[config.mk]
export PLATFORM = sky130hd
export DESIGN_NAME = uart_rx
export DESIGN_NICKNAME = d
export VERILOG_FILES = /design/src/rtl/uart_pkg.sv /design/src/rtl/uart_rx_sync.sv /design/src/rtl/uart_rx.sv
export SDC_FILE = /design/constraint.sdc
export NUM_CORES = 1
export LEC_CHECK = 0
export CELL_PAD_IN_SITES_DETAIL_PLACEMENT = 2
export CELL_PAD_IN_SITES_GLOBAL_PLACEMENT = 2
export CORE_MARGIN = 2
export CORE_UTILIZATION = 39
export CTS_CLUSTER_SIZE = 24
export DETAILED_ROUTE_END_ITERATION = 10
export PLACE_DENSITY = 0.89
export SYNTH_ARGS = -nofsm -noshare
export SYNTH_HDL_FRONTEND = slang
export SYNTH_SLANG_ARGS = --single-unit
[constraint.sdc]
create_clock -name clk_i -period 2.4 [get_ports clk_i]
set_input_delay 0.36 -clock clk_i [delete_from_list [all_inputs] [get_ports clk_i]]
set_output_delay 0.36 -clock clk_i [all_outputs]
set_load 0.01 [all_outputs]
[src/rtl/uart_pkg.sv]
// Shared UART definitions: FSM states, parity modes, receive response and baud helpers.
package uart_pkg;

    typedef enum logic [2:0] {
        IDLE,
        START,
        DATA,
        PARITY,
        STOP
    } uart_state_e;

    localparam logic CHECK_ODD  = 1'b1;
    localparam logic CHECK_EVEN = 1'b0;

    typedef struct packed {
        logic [7:0] data;
        logic       parity_err;
        logic       frame_err;
    } uart_rx_rsp_t;

    function automatic int bps_div(input int clk_mhz, input int bps);
        return (clk_mhz * 1000000) / bps;
    endfunction

    // Parity bit a transmitter in the given mode appends to d.
    function automatic logic parity_bit(input logic [7:0] d, input logic odd);
        return odd ? ~^d : ^d;
    endfunction

endpackage

[src/rtl/uart_rx_sync.sv]
// Two-flop synchroniser for the RX pin plus falling-edge detector; flops idle at 1.
module uart_rx_sync (
    input  logic clk_i,
    input  logic rst_n_i,
    input  logic rx_i,
    output logic rx_sync,
    output logic fall_pulse
);

    // [0] metastability stage, [1] synced value, [2] previous synced value
    logic [2:0] sync_q;

    always_ff @(posedge clk_i or negedge rst_n_i) begin
        if (!rst_n_i) sync_q <= 3'b111;
        else          sync_q <= {sync_q[1:0], rx_i};
    end

    assign rx_sync    = sync_q[1];
    assign fall_pulse = sync_q[2] & ~sync_q[1];

endmodule

[src/rtl/uart_rx.sv]
// UART receiver: start, 8 data bits LSB first, parity, stop; mid-bit sampling with error flags.
// Define UART_RX_MAJORITY_EN for a 2-of-3 vote around each bit centre (adds 1 cycle of latency).
module uart_rx
    import uart_pkg::*;
#(
    parameter int   CLK_FREQ  = 50,
    parameter int   UART_BPS  = 9600,
    parameter logic CHECK_SEL = CHECK_ODD
) (
    input  logic       clk_i,
    input  logic       rst_n_i,
    input  logic       u_rx_i,
    output logic [7:0] data_in_o,
    output logic       rx_valid_o,
    output logic       rx_parity_err_o,
    output logic       rx_frame_err_o,
    output logic       rx_busy_o
);

    localparam int BPS_DR = bps_div(CLK_FREQ, UART_BPS);
    localparam int HALF   = BPS_DR / 2;
    localparam int CW     = $clog2(BPS_DR);
`ifdef UART_RX_MAJORITY_EN
    localparam int MAJ = 1;
`else
    localparam int MAJ = 0;
`endif
    // Voting needs the sample after the centre, so the start decision slips one cycle
    localparam logic [CW-1:0] START_END = CW'(HALF - 1 + MAJ);
    localparam logic [CW-1:0] BIT_END   = CW'(BPS_DR - 1);
    localparam logic          ODD_MODE  = (CHECK_SEL != CHECK_EVEN);

    logic rx_sync;
    logic fall_pulse;
    logic bit_val;

    uart_rx_sync u_sync (
        .clk_i      (clk_i),
        .rst_n_i    (rst_n_i),
        .rx_i       (u_rx_i),
        .rx_sync    (rx_sync),
        .fall_pulse (fall_pulse)
    );

`ifdef UART_RX_MAJORITY_EN
    // Two previous synced samples; the current rx_sync is the third vote
    logic [1:0] win_q;

    always_ff @(posedge clk_i or negedge rst_n_i) begin
        if (!rst_n_i) win_q <= 2'b11;
        else          win_q <= {win_q[0], rx_sync};
    end

    assign bit_val = (win_q[1] & win_q[0]) | (win_q[1] & rx_sync) | (win_q[0] & rx_sync);
`else
    assign bit_val = rx_sync;
`endif

    uart_state_e   state_q, state_d;
    logic [CW-1:0] cnt_q, cnt_d;
    logic [2:0]    bit_idx_q, bit_idx_d;
    logic [7:0]    shift_q, shift_d;
    logic          par_err_q, par_err_d;
    logic          busy_q, busy_d;
    logic          valid_q, valid_d;
    uart_rx_rsp_t  rsp_q, rsp_d;

    always_ff @(posedge clk_i or negedge rst_n_i) begin
        if (!rst_n_i) begin
            state_q   <= IDLE;
            cnt_q     <= '0;
            bit_idx_q <= '0;
            shift_q   <= '0;
            par_err_q <= 1'b0;
            busy_q    <= 1'b0;
            valid_q   <= 1'b0;
            rsp_q     <= '0;
        end else begin
            state_q   <= state_d;
            cnt_q     <= cnt_d;
            bit_idx_q <= bit_idx_d;
            shift_q   <= shift_d;
            par_err_q <= par_err_d;
            busy_q    <= busy_d;
            valid_q   <= valid_d;
            rsp_q     <= rsp_d;
        end
    end

    always_comb begin
        state_d   = state_q;
        cnt_d     = cnt_q + CW'(1);
        bit_idx_d = bit_idx_q;
        shift_d   = shift_q;
        par_err_d = par_err_q;
        busy_d    = busy_q;
        valid_d   = 1'b0;
        rsp_d     = rsp_q;
        case (state_q)
            IDLE: begin
                cnt_d = '0;
                if (fall_pulse) begin
                    state_d = START;
                    busy_d  = 1'b1;
                end
            end
            START: begin
                if (cnt_q == START_END) begin
                    cnt_d     = '0;
                    bit_idx_d = '0;
                    // A high line at the start-bit centre was only a glitch
                    if (bit_val) begin
                        state_d = IDLE;
                        busy_d  = 1'b0;
                    end else begin
                        state_d = DATA;
                    end
                end
            end
            DATA: begin
                if (cnt_q == BIT_END) begin
                    cnt_d     = '0;
                    shift_d   = {bit_val, shift_q[7:1]};
                    bit_idx_d = bit_idx_q + 3'd1;
                    if (bit_idx_q == 3'd7) state_d = PARITY;
                end
            end
            PARITY: begin
                if (cnt_q == BIT_END) begin
                    cnt_d     = '0;
                    par_err_d = (bit_val != parity_bit(shift_q, ODD_MODE));
                    state_d   = STOP;
                end
            end
            STOP: begin
                // Re-arm at the stop-bit centre so back-to-back start edges are caught
                if (cnt_q == BIT_END) begin
                    cnt_d            = '0;
                    state_d          = IDLE;
                    busy_d           = 1'b0;
                    valid_d          = 1'b1;
                    rsp_d.data       = shift_q;
                    rsp_d.parity_err = par_err_q;
                    rsp_d.frame_err  = ~bit_val;
                end
            end
            default: state_d = IDLE;
        endcase
    end

    assign data_in_o       = rsp_q.data;
    assign rx_valid_o      = valid_q;
    assign rx_parity_err_o = valid_q & rsp_q.parity_err;
    assign rx_frame_err_o  = valid_q & rsp_q.frame_err;
    assign rx_busy_o       = busy_q;

endmodule

==> results.toml, run 1 <==
[layout]
num_antenna_cells = 0
fin_area_mm2 = 0.00239
drive_above_1_share_pct = 19.4
nets = 206
syn_to_final_growth_pct = 12.1

[yosys]
synthTopCellsByCount = "dfrtp_1 (40), mux2_2 (17), nor2_1 (15), xnor2_1 (11)"
synth_top_area_cell = "dfrtp_1"
ys_warn_count = 0
synth_edf_count = 0
synth-xor-area-share_pct = 7.22
syn-cell-area_mm2 = 0.00213
synthSimpleGateAreaFrac_pct = 17.5
synth_top_area_share_pct = 47.0
synthAdderAreaFrac_pct = 1.76
yosysSeqAreaShare_pct = 50.7
ys_seq_elements = 43
netlist_instances = 191
synth_top_flop_cell = "dfrtp_1"
synthDistinctLibCells = 43
muxShareOfSynthArea_pct = 8.98
synth_area_leaders = "dfrtp_1 (47%), mux2_2 (9.0%), xnor2_1 (4.5%), dfstp_2 (3.7%), buf_4 (3.5%)"
avgSynthCellArea_um2 = 11.2
synth_compound_area_share_pct = 7.57
async_flop_share_pct = 100
synth_top_family_by_area = "simple AND/OR/NAND/NOR gates"
synthesis.nets = 197
post-synth-top-count-cell = "dfrtp_1"

[clock_network]
clk_pin_slew_ps = 90
cts.sinks = 43
cts_buffers = 5
clk_path_buf_depth = 2
htreeDepth = 2
cts-root-buf = "clkbuf_8"
cts_tree = "built"
clk_latency_ps = 300
postCtsSetupBuffers = 0

[placement]
gp_congestion = 0.773
place_area_mm2 = 0.00228
post-dp-hpwl_um = 3690
portBuffers = 14

[power]
pwr-share-comb_pct = 15.4
seqPwrFrac_pct = 51.2
ir_drop_mv = 0.450
p_int_mw = 1.20
p_leak_nw = 1.05
power_mw = 1.68
power_switching_mw = 0.480
power_frac_clock_pct = 33.4
switching_share_pct = 28.6
p_per_area_mw_per_mm2 = 703

[global_routing]
grt_pass1_wl_um = 8960
grt_overflow = 0
antenna_found_initial = 0
grt_max_degree = 26
grt_usage_pct = 19.1
grt_pass1_vias = 1686

[die]
core_area_mm2 = 0.00520
initial_core_util_pct = 40.9
die_area_mm2 = 0.00607
num_io_pins = 15
rows = 26
fp.dieH_um = 77.9
die_x_um = 77.9

[worst_setup_path]
crit_chain = "ha_2, or3b_4, nor4_4, buf_6, a32o_1, buf_4, nor2_1"
worst-path-buf-inv = 2
cp.arrival_ps = 2480
cp_slowest_stage_delay_ps = 440
end_kind = "flip-flop"
r2r_slack_ps = 90
startpoint = "cnt_q[0]"
path_max_fanout = 13
worst_setup_path_start_kind = "flip-flop"
worst_ep_required_time_ps = 2570
path_class = "flip-flop to flip-flop"
path_delay_family = "simple AND/OR/NAND/NOR gates"
slowest_stage = "or3b_4"
r2r_start = "cnt_q[0]"

[timing]
max_freq_ghz = 0.434
setup_tns_ps = 0
fin_crit_sh_pct = 96.1
fin_crit_ps = 2310
whs_ps = -10.1
hold_violations = 3
worst_pin_slew_ps = 533
maxSlewViolCount = 0
setup_viol = 0
skew_ps = 7.93
relSlewSlack_pct = 64.5

[job]
maxCapViolations = 0

[route]
drt_iter0_drc = 45
routed_wl_um = 5290
via_per_inst = 5.42
ant_nets = 0
vias = 1469
detail_route.wl_per_cell_um = 19.5
firstDrtPassIters = 4
drc = 0

[hold_path]
hp-class = "input pin to async pin"

[status]
violations = "negative hold slack"
status = "finished with violations"
-- power groups by stage --
stage                     Combinational [mW]  Sequential (mW)  Clock [mW]
after floorplan                        0.178            0.836           0
after global placement                 0.226            0.860           0
after detailed placement               0.251            0.871           0
after CTS                              0.260            0.859       0.575
after global routing                   0.288            0.874       0.602
final                                  0.259            0.860       0.560
-- metal layers --
layer  vias up  global-route usage [%]  part of all wire [%]
met5         -                       0                     0
met4         0                    4.21                  0.87
met3         5                    4.30                   2.5
met2        19                    35.3                    54
met1       770                    22.5                    43
li1        675                       -                     -
-- cell usage in the layout (no fill, tap or decap), drive strengths merged, types with 2 or more instances in the layout --
master | synthesis | routed
clkdlybuf4s50 | 0 | 13
nor2b | 2 | 2
o211ai | 2 | 2
a31oi | 3 | 3
nor4 | 2 | 2
nand2 | 10 | 10
dfrtp | 40 | 40
or2 | 2 | 2
and2 | 2 | 2
nand4 | 4 | 4
nand3 | 10 | 10
nand2b | 2 | 2
nand3b | 2 | 2
clkbuf | 3 | 7
o21ai | 9 | 9
ha | 3 | 3
xnor2 | 11 | 11
a21boi | 2 | 2
mux2 | 17 | 17
a21oi | 4 | 4
buf | 13 | 5
nor2 | 15 | 15
or3 | 3 | 3
inv | 7 | 7
or4 | 2 | 2
dfstp | 3 | 3
xor2 | 4 | 4
nor3 | 3 | 3
-- kinds of logic (layout without fill, tap and decap cells) --
| group | Yosys count | count (layout) |
|---|---|---|
| fa+ha+maj | 3 | 3 |
| simple gates | 64 | 64 |
| buf+inv | 23 | 33 |
| compound gates | 25 | 25 |
| flops | 43 | 43 |
| mux | 17 | 17 |
| xor+xnor | 16 | 16 |
-- flip-flops by register name, summed over array words and instances, names as in the netlist --
name / cells
par_err_q: 1
data_in_o: 8
rx_busy_o: 1
shift_q: 8
rx_valid_o: 1
u_sync.sync_q: 3
state_q: 3
bit_idx_q: 3
cnt_q: 13
rsp_q: 2
-- cell type report --
class	count	area (µm²)
repair buffers	18	169
clock inverters	1	30.0
well taps	70	87.6
inverters	7	26.3
fillers	549	2820
flip-flops and latches	43	1080
multi-input cells	125	920
clock buffers	7	76.3
-- path summary, 6_finish.rpt --
kind	endpoint	cells past startpoint
max in group asynchronous	u_sync.sync_q[2]	2
min in group clk_i	u_sync.sync_q[1]	0
worst min-delay path	data_in_o[4]	1
worst max-delay path	cnt_q[3]	7
worst min register to register	u_sync.sync_q[1]	0
worst max register to register	cnt_q[3]	7
-- metrics by stage --
stage	hold slack [ps]	cells	worst slack, ps	util (%)
final	-10.1	271	94.1	45.9
after floorplan	64.4	191	376	-
after detailed placement	329	263	98.3	43.7
after global routing	7.42	271	-0.193	45.9
after global placement	326	263	224	43.7
after CTS	2.32	271	41.0	45.8
-- timing repair --
item,CTS,global route
gates resized for setup,0,2
setup endpoints to repair,0,22
hold buffers,0,0
No activity file was read; power rests on OpenSTA's default activity.
==> run 2: changes to the inputs <==
--- a/config.mk
+++ b/config.mk
@@ -5,6 +5,7 @@
 export SDC_FILE = /design/constraint.sdc
 export NUM_CORES = 1
 export LEC_CHECK = 0
+export CAP_MARGIN = 15
 export CELL_PAD_IN_SITES_DETAIL_PLACEMENT = 2
 export CELL_PAD_IN_SITES_GLOBAL_PLACEMENT = 2
 export CORE_MARGIN = 2
==> constraint.sdc (replaced) <==
create_clock -name clk_i -period 2.31 [get_ports clk_i]
set_input_delay 0.3465 -clock clk_i [delete_from_list [all_inputs] [get_ports clk_i]]
set_output_delay 0.3465 -clock clk_i [all_outputs]
set_load 0.01 [all_outputs]
==> run 2 against run 1 <==
The flow now finishes without violations. Largest cell class unchanged. Routed wire length down 0.30%. Sequential power grew 3.6%. Worst hold slack improved by 390 ps. First-iteration DRC count increased by 6.7%. Final area increased by 2.0%. Clock-buffer cell count shrank 1. Clock skew increased by 3.7 ps. Power rose by 11%. Core utilization is 0.94 points higher. Clock power grew 23%. Critical path depth shrank 1.
==> results.toml, run 2 (synthesis gave the netlist of run 1 again) <==
[status]
status = "complete, no violations"

[layout]
drive_above_1_share_pct = 20.6
num_antenna_cells = 0
largest_reg_flops = 13
regMostFlops = "cnt_q"
syn_to_final_growth_pct = 14.4
layout_common_cells = "dfrtp_1 (40), mux2_2 (17), nor2_1 (15)"
layout_commonest_cell = "dfrtp_1"
final_cells = 274
nets = 209

[worst_setup_path]
worst-path-buf-inv = 1
r2r_slack_ps = 130
cp_slowest_stage_delay_ps = 420
worst_setup_path_start_kind = "flip-flop"
cp.arrival_ps = 2360
path_max_fanout = 10
path_class = "flip-flop to flip-flop"
crit_chain = "ha_1, or3b_4, nor4_4, buf_4, nand3_4, mux2_2"
end_kind = "flip-flop"
slowest_stage = "or3b_4"
reg2reg_to = "shift_q[1]"
r2r_start = "cnt_q[0]"
path_delay_family = "simple AND/OR/NAND/NOR gates"
rr_worst_depth = 6
worst_ep_required_time_ps = 2490

[timing]
max_freq_ghz = 0.460
relSlewSlack_pct = 61.3
setup_viol = 0
fin_crit_ps = 2180
setup_tns_ps = 0
maxSlewViolCount = 0
skew_ps = 11.6
worst_pin_slew_ps = 580
fin_crit_sh_pct = 94.2
rsz0062_at_grt = "no"
hold_violations = 0

[clock_network]
postCtsSetupBuffers = 0
htreeDepth = 2
cts_tree = "built"
clk_path_buf_depth = 2
cts.sinks = 43
cts-root-buf = "clkbuf_8"
cts_buffers = 5
clk_latency_ps = 300
clk_pin_slew_ps = 80

[hold_path]
hp-start = "u_sync.sync_q[0]"
hp-class = "flip-flop to flip-flop"
whs_path_depth = 0
hold_end = "u_sync.sync_q[1]"

[die]
rows = 26
core_area_mm2 = 0.00520
die_x_um = 77.9
die_area_mm2 = 0.00607
initial_core_util_pct = 40.9
num_io_pins = 15
fp.dieH_um = 77.9

[route]
routed_wl_um = 5270
firstDrtPassIters = 4
via_per_inst = 5.42
ant_nets = 0
vias = 1485
drt_iter0_drc = 48
detail_route.wl_per_cell_um = 19.2
drc = 0

[placement]
gp_congestion = 0.771
post-dp-hpwl_um = 3700
portBuffers = 14
dp_cells = 265

[job]
maxCapViolations = 0

[power]
ir_drop_mv = 0.346
p_leak_nw = 1.08
p_per_area_mw_per_mm2 = 766

[global_routing]
grt_overflow = 0
grt_pass1_wl_um = 9130
grt_max_degree = 19
grt_usage_pct = 20.0
grt_pass1_vias = 1663
antenna_found_initial = 0
run 2: cell type report:
type                       instances  area [µm²]
fill                             536        2770
sequential                        43        1080
multi-input combinational        125         921
timing repair buffer              21         190
tap                               70        87.6
clock buffer                       6        72.6
clock inverter                     2        60.1
inverter                           7        26.3
run 2: per-layer routing:
metal / global-route usage [%] / routed length, µm / vias up
met3: 4.42 / 125 / 10
met5: 0 / 0 / -
met2: 34.3 / 2720 / 22
met4: 7.89 / 120 / 0
li1: - / - / 690
met1: 24.4 / 2300 / 763
run 2: through the flow:
stage | power [mW] | setup slack (ps) | area [µm²] | utilization, % | hold slack, ps
global placement | 1.14 | 230 | 2290 | 44.0 | 212
floorplan | 1.05 | 286 | 2130 | - | 50.9
detailed placement | 1.18 | 77.0 | 2290 | 44.0 | 222
finish | 1.87 | 135 | 2440 | 46.8 | 377
CTS | 1.89 | 54.6 | 2430 | 46.8 | 375
global route | 1.96 | 28.7 | 2440 | 46.8 | 383
run 2: how the worst max path moves through the flow:
stage	start	slack, ps	endpoint	cells past startpoint
floorplan	cnt_q[0]	290	bit_idx_q[1]	6
global placement	cnt_q[0]	230	shift_q[2]	6
detailed placement	cnt_q[0]	80	bit_idx_q[0]	5
CTS	cnt_q[0]	50	bit_idx_q[0]	5
global route	cnt_q[0]	30	shift_q[1]	6
finish	cnt_q[0]	130	shift_q[1]	6
run 2: timing repair:
item | in CTS | in global routing
hold buffers | 1 | 0
resized for setup | 0 | 1
endpoints found under the hold margin | 7 | 0
setup endpoints to repair | 0 | 1
run 2: power breakdown:
group	switching, mW	internal, mW	leakage [nW]
logic	0.168	0.117	0.441
registers	0.0813	0.810	0.578
clock network	0.258	0.432	0.0654
run 2: worst register-to-register path: stages, from the launching register on:
cell and delay (ps):
dfrtp_1 400, ha_1 180, or3b_4 420, nor4_4 320
buf_4 240, nand3_4 160, mux2_2 350
==> run 3: changes to the inputs <==
--- a/config.mk
+++ b/config.mk
@@ -9,10 +9,11 @@
 export CELL_PAD_IN_SITES_DETAIL_PLACEMENT = 2
 export CELL_PAD_IN_SITES_GLOBAL_PLACEMENT = 2
 export CORE_MARGIN = 2
-export CORE_UTILIZATION = 39
+export CORE_UTILIZATION = 42
 export CTS_CLUSTER_SIZE = 24
 export DETAILED_ROUTE_END_ITERATION = 10
-export PLACE_DENSITY = 0.89
+export DONT_BUFFER_PORTS = 1
+export PLACE_DENSITY = 0.88
 export SYNTH_ARGS = -nofsm -noshare
 export SYNTH_HDL_FRONTEND = slang
 export SYNTH_SLANG_ARGS = --single-unit
==> run 3 against run 2 <==
Worst hold slack got worse by 340 ps. First-iteration DRC count grew 65%. Sequential power up 0.8%. Highest routed layer unchanged. Global-route usage rose by 1.8 points. Clock skew about the same. Register-to-register slack about the same. Die area shrank 6.8%. Critical path depth unchanged.
==> results.toml, run 3 (synthesis gave the netlist of run 1 again) <==
[timing]
layout_setup_ws_ps = 130
skew_ps = 12.0
fin_crit_sh_pct = 94.4
setup_viol = 0
fin_crit_ps = 2180
worst_pin_slew_ps = 512
max_freq_ghz = 0.459
hold_violations = 0
maxSlewViolCount = 0
relSlewSlack_pct = 65.9
rsz0062_at_grt = "no"
setup_tns_ps = 0

[clock_network]
cts_buffers = 5
cts.sinks = 43
htreeDepth = 2
cts-root-buf = "clkbuf_8"
clk_path_buf_depth = 2
cts_tree = "built"
clk_pin_slew_ps = 90
clk_latency_ps = 310

[power]
switching_share_pct = 29.6
p_int_mw = 1.24
p_leak_nw = 1.03
seqPwrFrac_pct = 51.0
power_mw = 1.76
pwr-share-comb_pct = 14.3
power_frac_clock_pct = 34.7
p_per_area_mw_per_mm2 = 769
ir_drop_mv = 0.401
power_switching_mw = 0.521

[layout]
layout_common_cells = "dfrtp_1 (40), mux2_2 (17), nor2_1 (15)"
regMostFlops = "cnt_q"
syn_to_final_growth_pct = 7.52
nets = 194
final.fill_count = 511
largest_reg_flops = 13
drive_above_1_share_pct = 21.7
fin_area_mm2 = 0.00229
layout_commonest_cell = "dfrtp_1"
num_antenna_cells = 0

[global_routing]
grt_pass1_wl_um = 8890
grt_usage_pct = 21.8
grt_pass1_vias = 1612
antenna_found_initial = 0
grt_overflow = 0
grt_max_degree = 44

[worst_setup_path]
r2r_start = "cnt_q[0]"
r2r_slack_ps = 130
worst_ep_required_time_ps = 2500
worst_setup_path_start_kind = "flip-flop"
cp.arrival_ps = 2370
end_kind = "flip-flop"
reg2reg_to = "shift_q[1]"
path_class = "flip-flop to flip-flop"
path_max_fanout = 10
rr_worst_depth = 6

[placement]
post-dp-hpwl_um = 3510
place_area_mm2 = 0.00214
gp_congestion = 0.800
pre_cts_ws_ps = 136
portBuffers = 0

[die]
core_area_mm2 = 0.00482
die_area_mm2 = 0.00566
num_io_pins = 15
initial_core_util_pct = 44.2
die_x_um = 75.2
fp.dieH_um = 75.2
rows = 25

[route]
top_layer = "met4"
met1_length_um = 2200
drc = 0
route.met3.wl_um = 123
wl_met2_um = 2820
firstDrtPassIters = 4
drt_iter0_drc = 79
vias = 1422
detail_route.wl_per_cell_um = 20.4
ant_nets = 0
routed_wl_um = 5230
via_per_inst = 5.55

[hold_path]
whs_path_depth = 0
hp-class = "input pin to flip-flop"
hold_end = "u_sync.sync_q[0]"
hp-start = "u_rx_i"

[status]
status = "complete, no violations"

[job]
maxCapViolations = 0
run 3: stage by stage:
stage	cells	utilization (%)	hold WS (ps)
5_1_grt	256	47.6	17.8
2_1_floorplan	191	-	50.9
4_1_cts	256	47.4	32.2
3_3_place_gp	246	44.4	51.9
6_report	256	47.6	36.1
3_5_place_dp	246	44.4	51.9
run 3: critical path: stages (launching register included):
cell     delay (ps)
dfrtp_1         410
ha_1            180
or3b_4          420
nor4_4          350
buf_6           200
nand3_4         150
mux2_2          350
run 3: area by class of cell:
type                       instances  area, µm²  share of cell area [%]
tap                               67       83.8                    3.66
clock buffer                       5       68.8                    3.00
multi-input combinational        125        921                    40.2
clock inverter                     3       47.5                    2.08
timing repair buffer               6       63.8                    2.79
inverter                           7       26.3                    1.15
sequential                        43       1080                    47.1
run 3: worst max path at each step:
stage / start / end / slack, ps / depth (start not counted)
2_1_floorplan: cnt_q[0] / bit_idx_q[1] / 290 / 6
3_3_place_gp: cnt_q[0] / shift_q[3] / 270 / 6
3_5_place_dp: cnt_q[0] / shift_q[1] / 140 / 6
4_1_cts: cnt_q[0] / shift_q[3] / 90 / 6
5_1_grt: cnt_q[0] / shift_q[1] / 3 / 6
6_report: cnt_q[0] / shift_q[1] / 130 / 6
run 3: timing repair:
item	in CTS	in global routing
endpoints found under the setup margin	0	10
hold buffers	2	0
hold endpoints to repair	43	0
gates resized for setup	0	2
setup buffers	0	0
run 3: power by group through the flow:
stage,clock (mW),combinational (mW),sequential (mW)
CTS,0.626,0.254,0.897
global route,0.655,0.286,0.911
detailed placement,0,0.224,0.908
floorplan,0,0.185,0.869
global placement,0,0.203,0.895
finish,0.611,0.252,0.898
run 3: per-layer routing:
metal  vias up  global-route usage [%]
li1        654                       -
met1       745                    25.9
met2        15                    39.6
met3         8                    4.69
met4         0                    6.04
met5         -                       0
